**src/rtl/step_display_mux_pkg.sv**
```systemverilog
// Shared types and constants for the step/distance seven-segment display path.
package step_display_mux_pkg;

    typedef enum logic [1:0] {
        StIdle,
        StShift,
        StLatch
    } conv_state_e;

    typedef logic [3:0] bcd_digit_t;

    localparam logic [6:0] SEG_BLANK = 7'h7F;

    localparam int unsigned CLAMP_MAX_DEFAULT = 9999;

    // Active-low segment patterns, entry 0 in the low slice.
    localparam logic [9:0][6:0] SEG_LUT = {
        7'h10, 7'h00, 7'h78, 7'h02, 7'h12,
        7'h19, 7'h30, 7'h24, 7'h79, 7'h40
    };

endpackage

```
**src/rtl/bin2bcd_seq.sv**
```systemverilog
// Clamped sequential double-dabble converter: 16-bit binary in, four BCD digits out.
module bin2bcd_seq
    import step_display_mux_pkg::*;
#(
    parameter int unsigned CLAMP_MAX = CLAMP_MAX_DEFAULT
) (
    input  logic        clk_i,
    input  logic        reset_i,
    input  logic [15:0] bin_i,
    output logic [15:0] bcd_o,
    output logic        done_o
);

    localparam logic [15:0] ClampVal = 16'(CLAMP_MAX);

    conv_state_e state_q, state_d;
    logic [4:0]  cnt_q, cnt_d;
    logic [31:0] sh_q, sh_d;
    logic [15:0] last_q, last_d;
    logic        force_q, force_d;
    logic [31:0] adj;
    logic [15:0] clamped;

    assign clamped = (bin_i > ClampVal) ? ClampVal : bin_i;

    always_comb begin
        state_d = state_q;
        cnt_d   = cnt_q;
        sh_d    = sh_q;
        last_d  = last_q;
        force_d = force_q;
        adj     = sh_q;
        unique case (state_q)
            StIdle: begin
                if ((bin_i != last_q) || force_q) begin
                    sh_d    = {16'h0000, clamped};
                    last_d  = bin_i;
                    force_d = 1'b0;
                    cnt_d   = 5'd0;
                    state_d = StShift;
                end
            end
            StShift: begin
                for (int i = 0; i < 4; i++) begin
                    if (adj[16 + 4*i +: 4] >= 4'd5) begin
                        adj[16 + 4*i +: 4] = adj[16 + 4*i +: 4] + 4'd3;
                    end
                end
                sh_d  = adj << 1;
                cnt_d = cnt_q + 5'd1;
                if (cnt_q == 5'd15) begin
                    state_d = StLatch;
                end
            end
            StLatch: begin
                state_d = StIdle;
            end
            default: state_d = StIdle;
        endcase
    end

    always_ff @(posedge clk_i) begin
        if (reset_i) begin
            state_q <= StIdle;
            cnt_q   <= 5'd0;
            sh_q    <= 32'h0;
            last_q  <= 16'h0;
            force_q <= 1'b1;
        end else begin
            state_q <= state_d;
            cnt_q   <= cnt_d;
            sh_q    <= sh_d;
            last_q  <= last_d;
            force_q <= force_d;
        end
    end

    assign bcd_o  = sh_q[31:16];
    assign done_o = (state_q == StLatch);

endmodule

```
**src/rtl/step_display_mux.sv**
```systemverilog
// Four-digit multiplexed seven-segment driver for the step/distance display word.
// Optional leading-zero blanking is enabled by defining LEAD_ZERO_BLANK_EN.
module step_display_mux
    import step_display_mux_pkg::*;
#(
    parameter int unsigned REFRESH_DIV = 100000,
    parameter int unsigned CLAMP_MAX   = CLAMP_MAX_DEFAULT
) (
    input  logic        clk,
    input  logic        reset,
    input  logic [15:0] fitbit_data,
    input  logic        is_miles,
    output logic [3:0]  an,
    output logic [6:0]  sseg,
    output logic        dp
);

    localparam int unsigned CntW = $clog2(REFRESH_DIV);

    logic [CntW-1:0] cnt_q, cnt_d;
    logic [1:0]      idx_q, idx_d;
    logic [15:0]     disp_q, disp_d;
    logic [3:0]      an_q, an_d;
    logic [6:0]      sseg_q, sseg_d;
    logic            dp_q, dp_d;
    logic [15:0]     conv_bcd;
    logic            conv_done;
    bcd_digit_t      digit;
    logic            blank;

    bin2bcd_seq #(
        .CLAMP_MAX(CLAMP_MAX)
    ) u_conv (
        .clk_i  (clk),
        .reset_i(reset),
        .bin_i  (fitbit_data),
        .bcd_o  (conv_bcd),
        .done_o (conv_done)
    );

    always_comb begin
        cnt_d  = cnt_q + CntW'(1);
        idx_d  = idx_q;
        disp_d = conv_done ? conv_bcd : disp_q;
        if (cnt_q == CntW'(REFRESH_DIV - 1)) begin
            cnt_d = '0;
            idx_d = idx_q + 2'd1;
        end

        unique case (idx_q)
            2'd0: digit = disp_q[3:0];
            2'd1: digit = disp_q[7:4];
            2'd2: digit = disp_q[11:8];
            default: digit = disp_q[15:12];
        endcase

        blank = 1'b0;
`ifdef LEAD_ZERO_BLANK_EN
        // Ones never blank; tens stays lit in miles mode so 5 reads as 0.5.
        unique case (idx_q)
            2'd3: blank = (disp_q[15:12] == 4'd0);
            2'd2: blank = (disp_q[15:8] == 8'd0);
            2'd1: blank = (disp_q[15:4] == 12'd0) && !is_miles;
            default: blank = 1'b0;
        endcase
`endif

        an_d   = ~(4'b0001 << idx_q);
        sseg_d = (blank || (digit > 4'd9)) ? SEG_BLANK : SEG_LUT[digit];
        dp_d   = !(is_miles && (idx_q == 2'd1));
    end

    always_ff @(posedge clk) begin
        if (reset) begin
            cnt_q  <= '0;
            idx_q  <= 2'd0;
            disp_q <= 16'h0000;
            an_q   <= 4'b1111;
            sseg_q <= SEG_BLANK;
            dp_q   <= 1'b1;
        end else begin
            cnt_q  <= cnt_d;
            idx_q  <= idx_d;
            disp_q <= disp_d;
            an_q   <= an_d;
            sseg_q <= sseg_d;
            dp_q   <= dp_d;
        end
    end

    assign an   = an_q;
    assign sseg = sseg_q;
    assign dp   = dp_q;

endmodule

```
**config.mk**
```make
export PLATFORM = sky130hd
export DESIGN_NAME = step_display_mux
export DESIGN_NICKNAME = d
export VERILOG_FILES = /design/src/rtl/step_display_mux_pkg.sv /design/src/rtl/bin2bcd_seq.sv /design/src/rtl/step_display_mux.sv
export SDC_FILE = /design/constraint.sdc
export NUM_CORES = 1
export LEC_CHECK = 0
export ABC_CLOCK_PERIOD_IN_PS = 2050
export CAP_MARGIN = 20
export CORE_ASPECT_RATIO = 1.1
export CORE_MARGIN = 5
export CORE_UTILIZATION = 53
export DETAILED_ROUTE_END_ITERATION = 7
export PLACE_DENSITY_LB_ADDON = 0.12
export SYNTH_ARGS = -nofsm -noshare
export SYNTH_HDL_FRONTEND = slang
export SYNTH_SLANG_ARGS = --single-unit
export TNS_END_PERCENT = 100
```
**constraint.sdc**
```tcl
create_clock -name clk -period 2.05 [get_ports clk]
set_input_delay 0.5125 -clock clk [delete_from_list [all_inputs] [get_ports clk]]
set_output_delay 0.5125 -clock clk [all_outputs]
set_load 0.02 [all_outputs]
```
==> results by group <==
Run status
  – Run status: finished, final reports clean

Global routing
  – Antenna violations before repair: 0
  – Vias in the first global route: 3931
  – Overall track demand over capacity in global routing: 21.0%
  – First-pass GRT wire length: 18.5 mm
  – Remaining Overflow, GRT: 0
  – Largest net degree at the start of global routing: 33

Cells and area
  – Count of antenna diodes in the layout: 0
  – Number of filler cells placed in the layout: between 700 and 800
  – Share of layout cells above drive strength 1: 18.8%
  – Sequential Area: 2070 sq um
  – Area used by multi-input combinational logic: 2690 sq um
  – Util after Layout: 68.2%
  – Growth of design area from synthesis to finish: 26.8%
  – Nets: roughly 640
  – Cell area after layout: about 6000 sq um

Yosys
  – Ranking of synthesized cells by instance count: 103 x dfxtp_1, 99 x nand2_1, 31 x nor2_1
  – Most frequent cell after synthesis: dfxtp_1
  – Dominant synthesized flop cell: dfxtp_1
  – Synthesized area per cell: 8.97 sq um
  – Share of synthesized area occupied by flip-flops and latches: 43.4%
  – Proportion of synthesized flip-flops having asynchronous set or reset: 0%
  – Top post-synthesis cells by area: dfxtp_1 43%, nand2_1 7.8%, mux2i_1 6.3%
  – Portion of synthesized cell area occupied by the leading cell type: 43.4%
  – Post-Synthesis Net Count: 564
  – Netlist cell types: 48
  – Count of state elements after synthesis: between 100 and 150
  – Synthesized area: 4750 sq um
  – Synthesis warning total: 0
  – Synthesized instance count: 529
  – Number of flops mapped to enable cells by yosys: 0
  – Leading area contributor after synthesis: dfxtp_1

Timing
  – Least-Margin Pin Slew: just over 0.8 ns
  – Share of the cycle needed by the critical path after routing: 98.2%
  – Highest clock rate: 0.497 GHz
  – Final count of hold timing violations: 0
  – RSZ-0062 raised after global routing: true
  – Max-slew violations: 0
  – Number of setup violations in the final report: 0
  – Relative slew slack: a little under half
  – Worst-case clock skew: 0.0151 ns
  – Post-Route Setup TNS: 0 ns
  – Shortest period the worst path allows: roughly 2.0 ns

Place
  – Area post-placement: between 5000 and 6000 sq um
  – Final estimated routing congestion in global placement: roughly 0.83
  – Detailed-placement wirelength estimate: approximately 7.6 mm
  – Number of buffer cells added on primary ports: 30

Clock tree
  – CTS buffer count: 9
  – H-Tree Level Count: 3
  – Hold-fix buffers at CTS: 0
  – CTS max path bufs: 2
  – Insertion delay of the later-clocked pin in the worst-skew pair: 0.37 ns
  – Clock root buffer: clkbuf_8
  – CTS tree: yes
  – Clock-pin slew of the registers on the worst-case setup and hold paths: 0.09 ns
  – Clock sink count: between 100 and 150

Power and ir drop
  – Switching power: 0.972 mW
  – Maximum resistive drop on vdd: 0.460 mV
  – Areal power density over the cells: 630 nW/um^2
  – Power share of the clock group: 34.3%
  – Share of total power consumed by net switching: 25.7%
  – Share of total power in combinational logic: 10.4%
  – Power share of the sequential group: 55.3%
  – Internal portion of total power: between 2 and 3 mW
  – Leakage Power: between 2 and 2.5 nW
  – Overall power after layout: 3.79 mW

Min path
  – Min-Delay Path Depth: 1
  – Sink of the worst hold path: cnt_q[0]
  – Hold Crit Start: cnt_q[0]
  – Hold/Removal Path Class: flip-flop to flip-flop

Floorplanning
  – Overall die width: 100 microns
  – Total Die Area: 10900 sq um
  – Number of rows created at floorplan: 36
  – Die outline height: 109 microns
  – Top-level port count: 31
  – Core region area: 8830 sq um
  – Starting Density: 53.8%

Setup path
  – Category of the worst setup path launch point: primary input
  – Startpoint of the lowest-slack register-to-register path: idx_q[0]
  – Capture point of the worst reg-to-reg path: sseg[3]
  – Setup Crit Path Kind: primary input to flip-flop
  – CP arrival: ~2.3 ns
  – Required time of the critical path: 2.34 ns
  – Critical Path Sink Type: flip-flop
  – Crit-path max FO: 6
  – Worst-case reg-to-reg path depth: 8
  – Register-to-register setup slack: 0.08 ns

Route
  – Post-route DRC violation count: 0
  – WL per Instance: 15.3 microns
  – Number of iterations in the first detailed-routing pass: 6
  – Post-route antenna net violation count: 0
  – Total wirelength of the detailed-routed design: ~11 mm
  – Vias after detailed routing: 4007
  – Iter 0 DRT Violations: 171
  – Routed via count divided by cell count: 5.56

Flow run
  – Max-capacitance violation count: 0
-- flip-flops by register name, indices dropped and copies added (netlist names) --
register	cells
an	4
cnt_q	17
disp_q	16
dp	1
idx_q	2
sseg	7
u_conv.cnt_q	5
u_conv.force_q	1
u_conv.last_q	16
u_conv.sh_q	32
u_conv.state_q	2
-- logic make-up (layout without fill, tap and decap cells) --
group,after synthesis,in the layout,synth area share (%)
AND/OR/NAND/NOR,190,190,18.2
buffers and inverters,48,126,4.03
multiplexers,30,30,6.33
flip-flops,103,103,43.4
XOR/XNOR,40,40,7.38
AO/OA/AOI/OAI,102,102,16.4
adder cells (fa/ha/maj),16,16,4.22
-- worst max-delay path, cell delays in order --
cell and delay, ns:
clkdlybuf4s50_1 0.53, xnor2_1 0.14, nand3_1 0.17, a2111oi_4 0.21, buf_4 0.20, a21o_4 0.19
buf_12 0.14, mux2i_1 0.20
-- cell type report --
cell class / count / area share, %
sequential: 103 / 34.4
clock buffer: 10 / 2.12
multi-input combinational: 378 / 44.7
timing repair buffer: 89 / 13.9
inverter: 21 / 1.35
clock inverter: 6 / 1.16
tap: 114 / 2.37
-- routing by layer --
metal	routed length (microns)	vias to the layer above	track usage (%)
li1	-	2012	-
met1	4710	1912	25.1
met2	5810	68	38.9
met3	313	15	2.82
met4	168	0	6.45
met5	0	-	0
-- power groups by stage --
stage | Combinational, mW | Clock, mW | Sequential [mW]
after floorplan | 0.199 | 0 | 2.14
after global placement | 0.362 | 0 | 2.14
after detailed placement | 0.371 | 0 | 2.14
after CTS | 0.384 | 1.31 | 2.10
after global routing | 0.425 | 1.42 | 2.10
final | 0.393 | 1.30 | 2.10
-- per-stage QoR --
step           std cells  worst slack [ns]  hold slack, ns
2_1_floorplan        529           -0.0559           0.418
3_3_place_gp         698            -0.617           0.426
3_5_place_dp         698            -0.643           0.436
4_1_cts              719          -0.00392           0.453
5_1_grt              721           -0.0407           0.482
6_report             721            0.0361           0.446
-- worst max-delay path by stage --
stage,startpoint,to,slack [ns],cells after the start
2_1_floorplan,fitbit_data[4],u_conv.sh_q[11],-0.06,5
3_3_place_gp,fitbit_data[4],u_conv.sh_q[7],-0.62,6
3_5_place_dp,fitbit_data[4],u_conv.sh_q[4],-0.64,6
4_1_cts,fitbit_data[10],u_conv.sh_q[10],-0.004,8
5_1_grt,idx_q[0],sseg[3],-0.04,8
6_report,fitbit_data[9],u_conv.sh_q[1],0.04,8
-- what timing repair did --
item	CTS	global route
pin swaps	20	13
endpoints found under the setup margin	57	37
gates resized for setup	31	20
buffers inserted	3	1
cloned	3	1
-- layout by cell type, fill, tap and decap left out, drive strengths merged, types with 2 or more instances in the layout --
cell and n:
o32ai 7, inv 22, a21oi 26, nand2 99
xnor2 21, or2 3, nand3 14, ha 16
xor2 19, nor3 9, a222oi 4, a22oi 6
nor2b 3, buf 58, nor2 31, o21a 2
o211ai 2, dfxtp 103, clkinvlp 3, a32oi 4
dlymetal6s2s 2, a21o 2, dlygate4sd2 7, clkbuf 11
nand4 3, a2111oi 8, nor4 3, a32o 7
and3 6, nor4b 4, o221ai 7, or4 2
mux2i 30, clkdlybuf4s50 21, nand2b 6, o21ai 15
and2 2, a31o 9
Power figures use the tool's default switching activity.
